`src/rtl/companion_care_scheduler.sv`:
```
// Round-robin care-action scheduler: latches feed/play/clean requests, issues one action pulse, then enforces a cooldown.
// Optional build macro COMPANION_AUTO_CARE_EN lets the status inputs raise requests while nothing is pending.
module companion_care_scheduler #(
  parameter int unsigned CLOCK_FREQ    = 50_000_000,
  parameter int unsigned COOLDOWN_SEC  = 2,
  parameter logic [31:0] HUNGER_THRESH = 32'd80,
  parameter logic [31:0] HAPPY_THRESH  = 32'd20,
  parameter logic [31:0] CLEAN_THRESH  = 32'd20
) (
  input  logic        clk,
  input  logic        rst,
  input  logic        req_feed,
  input  logic        req_play,
  input  logic        req_clean,
  input  logic [31:0] hunger,
  input  logic [31:0] happiness,
  input  logic [31:0] clean,
  output logic        feed,
  output logic        play,
  output logic        clean_up,
  output logic        busy,
  output logic [2:0]  pending,
  output logic        dropped
);

  localparam logic [31:0] COOLDOWN_CYCLES = 32'(COOLDOWN_SEC * CLOCK_FREQ);

  typedef enum logic [1:0] {IDLE, ISSUE, COOLDOWN} state_t;

  state_t      state_q;
  logic [31:0] cnt_q;
  logic [1:0]  rr_q, rr_d;
  logic [2:0]  pending_q, pending_d;
  logic [2:0]  act_q;
  logic        busy_q;
  logic        dropped_q, dropped_d;

  logic [2:0]  req_vec, auto_vec, auto_set, cand, gnt_oh, clr;
  logic [1:0]  gnt_idx, sel;
  logic        ready, do_grant;

  function automatic logic [1:0] wrap3(input logic [2:0] v);
    return 2'(v >= 3'd3 ? v - 3'd3 : v);
  endfunction

`ifndef COMPANION_AUTO_CARE_EN
  logic unused_status;
  assign unused_status = ^{hunger, happiness, clean, HUNGER_THRESH, HAPPY_THRESH, CLEAN_THRESH};
`endif

  always_comb begin
    req_vec  = {req_clean, req_play, req_feed};
    auto_vec = 3'b000;
`ifdef COMPANION_AUTO_CARE_EN
    auto_vec = {clean < CLEAN_THRESH, happiness < HAPPY_THRESH, hunger >= HUNGER_THRESH};
`endif
    // The last cooldown edge can grant directly, giving one action per COOLDOWN_CYCLES+1 cycles.
    ready    = (state_q == IDLE) || (state_q == COOLDOWN && cnt_q == 32'd0);
    auto_set = (ready && pending_q == 3'b000) ? auto_vec : 3'b000;
    cand     = pending_q | auto_set;
    gnt_oh   = 3'b000;
    gnt_idx  = 2'd0;
    sel      = 2'd0;
    // Walk from the farthest candidate back to rr so the nearest one wins.
    for (int k = 2; k >= 0; k--) begin
      sel = wrap3(3'(rr_q) + 3'(k));
      if (cand[sel]) begin
        gnt_oh      = 3'b000;
        gnt_oh[sel] = 1'b1;
        gnt_idx     = sel;
      end
    end
    do_grant  = ready && (cand != 3'b000);
    clr       = do_grant ? gnt_oh : 3'b000;
    // A request on the bit being granted re-sets it and is not counted as dropped.
    pending_d = ((pending_q | auto_set) & ~clr) | req_vec;
    dropped_d = |(req_vec & pending_q & ~clr);
    rr_d      = (gnt_idx == 2'd2) ? 2'd0 : gnt_idx + 2'd1;
  end

  always_ff @(posedge clk) begin
    if (rst) begin
      state_q   <= IDLE;
      cnt_q     <= 32'd0;
      rr_q      <= 2'd0;
      pending_q <= 3'b000;
      act_q     <= 3'b000;
      busy_q    <= 1'b0;
      dropped_q <= 1'b0;
    end else begin
      pending_q <= pending_d;
      dropped_q <= dropped_d;
      act_q     <= 3'b000;
      case (state_q)
        IDLE: begin
          if (do_grant) begin
            state_q <= ISSUE;
            act_q   <= gnt_oh;
            rr_q    <= rr_d;
            busy_q  <= 1'b1;
          end
        end
        ISSUE: begin
          if (COOLDOWN_CYCLES == 32'd0) begin
            state_q <= IDLE;
            busy_q  <= 1'b0;
          end else begin
            state_q <= COOLDOWN;
            cnt_q   <= COOLDOWN_CYCLES - 32'd1;
          end
        end
        COOLDOWN: begin
          if (cnt_q != 32'd0) begin
            cnt_q <= cnt_q - 32'd1;
          end else if (do_grant) begin
            state_q <= ISSUE;
            act_q   <= gnt_oh;
            rr_q    <= rr_d;
          end else begin
            state_q <= IDLE;
            busy_q  <= 1'b0;
          end
        end
        default: begin
          state_q <= IDLE;
          busy_q  <= 1'b0;
        end
      endcase
    end
  end

  assign feed     = act_q[0];
  assign play     = act_q[1];
  assign clean_up = act_q[2];
  assign busy     = busy_q;
  assign pending  = pending_q;
  assign dropped  = dropped_q;

endmodule
```
`config.mk`:
```
export PLATFORM = sky130hd
export DESIGN_NAME = companion_care_scheduler
export DESIGN_NICKNAME = d
export VERILOG_FILES = /design/src/rtl/companion_care_scheduler.sv
export SDC_FILE = /design/constraint.sdc
export NUM_CORES = 1
export LEC_CHECK = 0
export CORE_ASPECT_RATIO = 0.75
export CORE_MARGIN = 8
export CORE_UTILIZATION = 40
export CTS_CLUSTER_DIAMETER = 150
export DETAILED_ROUTE_END_ITERATION = 6
export PLACE_DENSITY = 0.77
export SYNTH_ARGS = -nofsm -noshare
export SYNTH_HDL_FRONTEND = slang
export SYNTH_SLANG_ARGS = --single-unit
```
`constraint.sdc`:
```
create_clock -name clk -period 2.9 [get_ports clk]
set_clock_uncertainty 0.15 [all_clocks]
set_input_delay 0.58 -clock clk [delete_from_list [all_inputs] [get_ports clk]]
set_output_delay 0.58 -clock clk [all_outputs]
set_load 0.01 [all_outputs]
```
==> impl_metrics.toml, run 1 <==
[status]
outcome = "finished clean"

[clock_network]
cts_sinks = 44
clk-insertion-delay-late_ns = 0.30
cts_setup_buffers = 0
cts_htree_levels = 2
post_cts_resized = 0
cts_tree = "built"
ctsHoldBuffers = 0
cts-root-buf = "clkbuf_8"
clkTransAtPathRegs_ns = 0.09
cts_buffers = 5
clk_path_buf_depth = 2

[power_and_ir_drop]
combinationalPowerShare_pct = 36.2
pwr-share-seq_pct = 39.5
clockPowerShare_pct = 24.3
ir_drop_mv = 0.292
p_per_area_nw_per_um2 = 710
power_leakage_nw = 0.985
p_sw_share_pct = 37.4
p_sw_w = 0.000743
internal-power_w = 0.00125

[timing]
finalCritPeriodShare_pct = 89.3
timing.fmax_mhz = 386
slew_viol_final = 0
final.setup.tns_ns = 0
rsz0062_at_grt = "false"
slew_headroom_pct = 52.4
setup_viol = 0
worstMarginPinSlew_ns = 0.708
period_minus_slack_ns = 2.59
finalHoldViolCount = 0

[synth]
synth_area_per_cell_um2 = 8.54
synth_area_um2 = 2470
async_flop_share_pct = 0
synthCells = 289
synth_flop_cell = "dfxtp_1"
ys_ff_latch = 44
synth_top_area_share_pct = 35.7
synth.largest_area_cell = "dfxtp_1"
yosysSeqAreaShare_pct = 35.7
synthXorXnorAreaFrac_pct = 7.10
synth_warnings = 0
synth_mux_area_share_pct = 2.08
synth_top_family_by_area = "simple AND/OR/NAND/NOR gates"
synthTopCellsByArea = "dfxtp_1 (36%), a21oi_1 (6.1%), xor2_1 (5.0%), nor2_1 (4.1%), ha_1 (3.0%)"
yosys.area_share.simple_pct = 31.0
synth-adder-area-share_pct = 3.04
synth_compound_area_share_pct = 17.1
synth_fp_nets = 396
synth-edff-count = 0
synth.distinct_cells = 54

[routing]
via_per_inst = 5.82
ant_nets = 0
vias = 2216
drc = 0
drt_iter0_drc = 178
firstDrtPassIters = 4
routed_wl_mm = 5.73
wire_per_inst_um = 15.0

[placed_design]
dp.cells = 373
dp_hpwl_mm = 4.09
io_buffers = 12
place.gp.congestion = 0.835

[critical_path]
crit_path_end_kind = "register"
r2r_end = "cnt_q[27]"
worstSetupPathType = "register to register"
required_ns = 2.95
arrival_ns = 2.64
critPathMaxFanout = 7
cp-startpoint = "cnt_q[15]"
ff2ff_path_depth = 6
cp-start-kind = "register"
setup.worst_path.end = "cnt_q[27]"
reg2reg_setup_slack_ns = 0.31
r2r-start = "cnt_q[15]"

[run]
cap_violations = 0

[finish]
drive_gt1_share_pct = 11.9
area_growth_pct = 13.5
diodes = 0
layout.cells.non_filler = 381
nets = 409
postLayoutCoreUtil_pct = 47.6

[worst_hold_path]
worst_hold_path_type = "register to register"

[global_route]
grt_overflow = 0
grt_max_degree = 29
grt_pass1_vias = 2081
track_usage_pct = 13.3
antenna_found_initial = 0
grt_pass1_wl_mm = 9.99

[floorplan]
die_w_um = 107
core-area_um2 = 5890
initial_core_util_pct = 41.9
io_pins = 109
num_rows = 24
die_area_um2 = 8970
dieHeight_um = 84.0
## per-layer routing
metal	vias up	track usage, %	routed length, um
met3	12	3.01	225
li1	1081	-	-
met4	0	3.44	81
met2	43	21.0	2670
met1	1080	17.6	2760
met5	-	0	0
## cells in the mapped netlist, drive strengths merged, types with 2 or more instances
cell type	number
nand2	19
o211ai	8
buf	2
inv	10
or2	2
o22ai	2
a31oi	3
clkbuf	12
nor2	27
nand4	9
nand2b	7
o21ai	8
ha	6
nand3b	4
xnor2	6
or3	6
nand4b	4
nor4	10
and2	3
or4	8
nor2b	3
a31o	2
mux2i	4
a211o	2
nor3	13
a21oi	30
dfxtp	44
o31ai	3
xor2	14
nand3	5
## worst min-delay path by stage
stage                     cells past startpoint   endpoint  slack, ns       from
after floorplan                               1  cnt_q[11]       0.29  cnt_q[11]
after global placement                        2  cnt_q[31]       0.31  cnt_q[31]
after detailed placement                      2  cnt_q[31]       0.31  cnt_q[31]
after CTS                                     2  cnt_q[31]       0.33  cnt_q[31]
after global routing                          2  cnt_q[31]       0.36  cnt_q[31]
final                                         1  cnt_q[11]       0.33  cnt_q[11]
## critical path, cell delays in order, from the launching register on
cell and delay [ns]:
dfxtp_1 0.38, nor4_1 0.66, nor3b_1 0.36, nand4b_1 0.25
nor4_2 0.35, a21oi_1 0.12, a31o_2 0.22
## layout by cell type (no fill, tap or decap), types with 5 or more instances in the layout
cell | synthesis | final
a21oi_1 | 30 | 30
buf_4 | 0 | 8
clkbuf_8 | 0 | 5
clkdlybuf4s50_1 | 0 | 12
dfxtp_1 | 44 | 44
ha_1 | 6 | 6
inv_1 | 10 | 10
nand2_1 | 19 | 19
nand2b_1 | 7 | 7
nand3_1 | 5 | 5
nand4_1 | 8 | 8
nor2_1 | 27 | 27
nor3_1 | 11 | 11
nor4_1 | 6 | 6
o211ai_1 | 7 | 7
o21ai_0 | 6 | 6
or3_1 | 6 | 6
xnor2_1 | 6 | 6
xor2_1 | 14 | 14
## power groups by stage
stage          clock, W  sequential [W]  combinational, W
2_1_floorplan         0        0.000773          0.000544
3_3_place_gp          0        0.000790          0.000684
3_5_place_dp          0        0.000795          0.000708
4_1_cts        0.000496        0.000782          0.000715
5_1_grt        0.000526        0.000796          0.000799
6_report       0.000484        0.000785          0.000721
## flip-flops by register name, summed over array words and instances (netlist names)
| register | flops |
|---|---|
| act_q | 3 |
| busy | 1 |
| rr_q | 2 |
| dropped | 1 |
| cnt_q | 32 |
| pending | 3 |
| state_q | 2 |
## per-stage QoR
stage,total power (W),area (um2),hold slack [ns],setup slack (ns)
after CTS,0.00199,2800,0.333,0.383
after floorplan,0.00132,2470,0.293,0.647
after detailed placement,0.00150,2690,0.312,0.396
after global routing,0.00212,2800,0.356,0.223
after global placement,0.00147,2690,0.312,0.459
final,0.00199,2800,0.333,0.309
## layout make-up
class | count | area (um2)
multi-input combinational | 221 | 1490
timing repair buffer | 20 | 180
clock buffer | 5 | 68.8
tap | 78 | 97.6
fill | 577 | 3080
sequential | 44 | 881
clock inverter | 3 | 47.5
inverter | 10 | 37.5
## logic make-up (layout without fill, tap and decap cells)
logic type / Yosys count / count (layout)
DFF: 44 / 44
AOI/OAI and AO/OA: 66 / 66
muxes: 5 / 5
buffers and inverters: 24 / 38
and+or+nand+nor: 124 / 124
adders and majority gates: 6 / 6
xor gates and xnor gates: 20 / 20
Note: power is estimated with default switching activity, not from simulation.
==> run 2: changes to the inputs <==
- CTS_BUF_LIST: default -> sky130_fd_sc_hd__clkbuf_16
- PLACE_DENSITY: 0.77 -> 0.8
- SLEW_MARGIN: default -> 20
==> run 2 against run 1 <==
Critical path depth is the same. Final area grew 1.3%. Non-clock buffer count shrank 2. Wire length shrank 0.77%. Sequential power is essentially flat. Final cell count shrank 0.52%. Clock power grew 33%. Count of clock-buffer cells in the layout is the same. Sequential share of layout area shrank 0.40 points. Combinational power shrank 0.7%. Power grew 7.9%. Critical path type unchanged. Largest cell class unchanged.
==> impl_metrics.toml, run 2 (synthesis results as in run 1) <==
[timing]
period_minus_slack_ns = 2.57
holdWs_ns = 0.333
rsz0062_at_grt = "false"
setup_viol = 0
slew_headroom_pct = 54.2
worstMarginPinSlew_ns = 0.680
slew_viol_final = 0
final.setup.tns_ns = 0
timing.fmax_mhz = 390
layout_setup_ws_ns = 0.335
finalCritPeriodShare_pct = 88.5
finalHoldViolCount = 0

[floorplan]
core-area_um2 = 5890
dieHeight_um = 84.0
die_w_um = 107
num_rows = 24
initial_core_util_pct = 41.9
die_area_um2 = 8970
io_pins = 109

[power_and_ir_drop]
p_per_area_nw_per_um2 = 756
power_leakage_nw = 0.999
ir_drop_mv = 0.369

[clock_network]
cts-root-buf = "clkbuf_16"
cts_sinks = 44
clk-insertion-delay-late_ns = 0.29
cts_setup_buffers = 0
ctsHoldBuffers = 0
cts_htree_levels = 2
post_cts_resized = 0
cts_buffers = 5
clk_path_buf_depth = 2
clkTransAtPathRegs_ns = 0.06
cts_tree = "built"

[finish]
nets = 407
area_growth_pct = 15.0
diodes = 0
layout.cells.non_filler = 379
drive_gt1_share_pct = 11.0
final_common_cell = "dfxtp_1"
final_cell_mix = "dfxtp_1 (44), a21oi_1 (30), nor2_1 (27)"
largest_reg_flops = 32
postLayoutCoreUtil_pct = 48.2
regMostFlops = "cnt_q"

[routing]
ant_nets = 0
via_per_inst = 5.70
firstDrtPassIters = 4
routed_wl_mm = 5.69
drc = 0
vias = 2160
wire_per_inst_um = 15.0
drt_iter0_drc = 138

[status]
outcome = "finished clean"

[critical_path]
reg2reg_setup_slack_ns = 0.33
arrival_ns = 2.60
critPathMaxFanout = 7
crit_path_end_kind = "register"
required_ns = 2.93
worstSetupPathType = "register to register"
cp-start-kind = "register"

[placed_design]
place.gp.congestion = 0.848
dp_hpwl_mm = 3.98
dp.cells = 371
pre_cts_slack_ns = 0.413
io_buffers = 12

[global_route]
grt_pass1_vias = 2060
antenna_found_initial = 0
grt_max_degree = 31
grt_pass1_wl_mm = 9.59
grt_overflow = 0
track_usage_pct = 12.9

[worst_hold_path]
worst_hold_path_type = "register to register"

[run]
cap_violations = 0
==> run 2: per-layer routing <==
| layer | wire [um] | share of wire [%] | GRT usage [%] |
|---|---|---|---|
| met5 | 0 | 0 | 0 |
| met4 | 41 | 0.72 | 5.35 |
| met3 | 278 | 4.9 | 3.09 |
| met2 | 2570 | 45 | 19.3 |
| met1 | 2800 | 49 | 17.0 |
==> run 2: final timing paths <==
check,startpoint,endpoint,cells past startpoint
hold / removal,cnt_q[31],cnt_q[31],2
setup / recovery,cnt_q[15],cnt_q[29],6
setup reg to reg,cnt_q[15],cnt_q[29],6
hold reg to reg,cnt_q[31],cnt_q[31],2
==> run 2: through the flow <==
stage,area (um2),total power (W)
detailed placement,2670,0.00150
global route,2840,0.00226
floorplan,2470,0.00132
finish,2840,0.00215
CTS,2840,0.00214
global placement,2670,0.00147
==> run 2: final cells by class <==
cell class | count | area, um2
clock buffers | 5 | 125
repair buffers | 18 | 165
flip-flops and latches | 44 | 881
multi-input cells | 221 | 1490
clock inverters | 3 | 42.5
inverters | 10 | 37.5
well taps | 78 | 97.6
fillers | 568 | 3050
==> run 2: critical path: stages, from the launching register on <==
cell and delay [ns]:
dfxtp_1 0.37, nor4_1 0.64, nor3b_1 0.33, nand4b_1 0.25
nor3_1 0.38, a21oi_1 0.12, a31o_2 0.22
==> run 2: power by group <==
group / switching, W / internal, W / leakage, nW
sequential: 0.000102 / 0.000684 / 0.361
combinational: 0.000416 / 0.000300 / 0.556
clock: 0.000239 / 0.000405 / 0.0814
==> run 3: changes to the inputs <==
- CORE_MARGIN: 8 -> 2
- GPL_ROUTABILITY_DRIVEN: default -> 0
- SKIP_LAST_GASP: default -> 1
==> run 3 against run 2 <==
Non-clock buffer count stayed put. Sequential power hardly changed. Clock power is 19% lower. Combinational power hardly changed. Critical path type unchanged. Worst hold slack better by 0.0021 ns. Final cell count is 0.26% lower. Count of clock-buffer cells in the layout stayed put. Global-route usage is 4.5 points higher. Critical path depth is 1 higher. Register-to-register slack worse by 0.05 ns. Critical endpoint is now pending[2]. Flip-flop and latch count stayed put. Highest routed layer unchanged. Wire length is 1.7% lower. Largest cell class unchanged.
==> impl_metrics.toml, run 3 (synthesis results as in run 1) <==
[status]
outcome = "finished clean"

[critical_path]
worstSetupPathType = "register to register"
cpLargestDelayFamily = "simple AND/OR/NAND/NOR gates"
required_ns = 2.91
path_buf_inv = 1
arrival_ns = 2.63
crit_path_end_kind = "register"
path_cells = "or4_4, nor3_2, nand4_1, buf_4, a211o_1, a21oi_1, nor2_1"
cpMaxStageDelayCell = "or4_4"
critPathMaxFanout = 12
cp-start-kind = "register"
slowest_delay_ns = 0.58

[clock_network]
post_cts_resized = 0
clk_path_buf_depth = 2
clk-insertion-delay-late_ns = 0.28
clkTransAtPathRegs_ns = 0.06
cts_sinks = 44
ctsHoldBuffers = 0
cts-root-buf = "clkbuf_16"
cts_htree_levels = 2
cts_setup_buffers = 0
cts_buffers = 5
cts_tree = "built"

[floorplan]
core-area_um2 = 5890
initial_core_util_pct = 41.9
num_rows = 24
dieHeight_um = 72.0
die_area_um2 = 6820
io_pins = 109
die_w_um = 94.7

[placed_design]
dpl_cell_area_um2 = 2670
io_buffers = 12
dp_hpwl_mm = 3.93
pre_cts_slack_ns = 0.344

[power_and_ir_drop]
p_sw_w = 0.000729
power_leakage_nw = 0.989
pwr-share-seq_pct = 38.8
combinationalPowerShare_pct = 35.5
p_sw_share_pct = 36.0
p_per_area_nw_per_um2 = 721
ir_drop_mv = 0.259
clockPowerShare_pct = 25.7
internal-power_w = 0.00129

[timing]
period_minus_slack_ns = 2.61
layout_setup_ws_ns = 0.285
finalHoldViolCount = 0
setup_viol = 0
slew_headroom_pct = 59.7
worstMarginPinSlew_ns = 0.598
finalCritPeriodShare_pct = 90.2
final.setup.tns_ns = 0
slew_viol_final = 0
rsz0062_at_grt = "false"
timing.fmax_mhz = 382

[finish]
regMostFlops = "cnt_q"
area_growth_pct = 13.6
postLayoutCoreUtil_pct = 47.6
diodes = 0
final_cell_area_um2 = 2800
largest_reg_flops = 32
drive_gt1_share_pct = 10.7
final_common_cell = "dfxtp_1"
final_cell_mix = "dfxtp_1 (44), a21oi_1 (30), nor2_1 (27)"
nets = 407

[global_route]
grt_pass1_vias = 2028
antenna_found_initial = 0
grt_pass1_wl_mm = 9.47
grt_overflow = 0
track_usage_pct = 17.4
grt_max_degree = 27

[routing]
vias = 2189
via_per_inst = 5.79
routed_wl_mm = 5.59
wire_per_inst_um = 14.8
ant_nets = 0
drc = 0
drt_iter0_drc = 170
firstDrtPassIters = 4

[run]
cap_violations = 0

[worst_hold_path]
worst_hold_path_type = "register to register"
run 3: cell types whose count changed in the layout (fill, tap and decap cells not counted):
cell	delta
clkinv_2	+1
clkinv_1	-1
inv_1	+1
bufinv_16	-1
clkinv_4	-1
run 3: through the flow:
stage / hold WS, ns / instances / total power [W]
2_1_floorplan: 0.293 / 289 / 0.00132
3_3_place_gp: 0.310 / 371 / 0.00148
6_report: 0.335 / 378 / 0.00202
4_1_cts: 0.334 / 378 / 0.00202
3_5_place_dp: 0.327 / 371 / 0.00149
5_1_grt: 0.358 / 378 / 0.00214
run 3: power groups by stage:
stage / clock network [W] / registers [W] / logic, W
floorplan: 0 / 0.000773 / 0.000544
global placement: 0 / 0.000791 / 0.000684
detailed placement: 0 / 0.000795 / 0.000699
CTS: 0.000528 / 0.000783 / 0.000710
global route: 0.000555 / 0.000800 / 0.000785
finish: 0.000519 / 0.000785 / 0.000718
run 3: path summary, 6_finish.rpt:
check | from | endpoint | slack [ns] | depth (start not counted)
min reg2reg | cnt_q[11] | cnt_q[11] | 0.33 | 1
max | cnt_q[8] | pending[2] | 0.29 | 7
min | cnt_q[11] | cnt_q[11] | 0.33 | 1
max reg2reg | cnt_q[8] | pending[2] | 0.29 | 7
run 3: area by class of cell:
type                       count  area [um2]
fill                         576        3080
sequential                    44         881
tap                           78        97.6
multi-input combinational    221        1490
timing repair buffer          18         165
inverter                      10        37.5
clock buffer                   5         125
clock inverter                 2        8.76
run 3: routing by layer:
metal | share of wire, % | vias up | wire, um | global-route usage [%]
met5 | 0 | - | 0 | 0
met2 | 43 | 46 | 2410 | 25.1
met3 | 4.3 | 9 | 239 | 3.63
li1 | - | 1077 | - | -
met1 | 51 | 1057 | 2860 | 25.2
met4 | 1.6 | 0 | 88 | 7.41
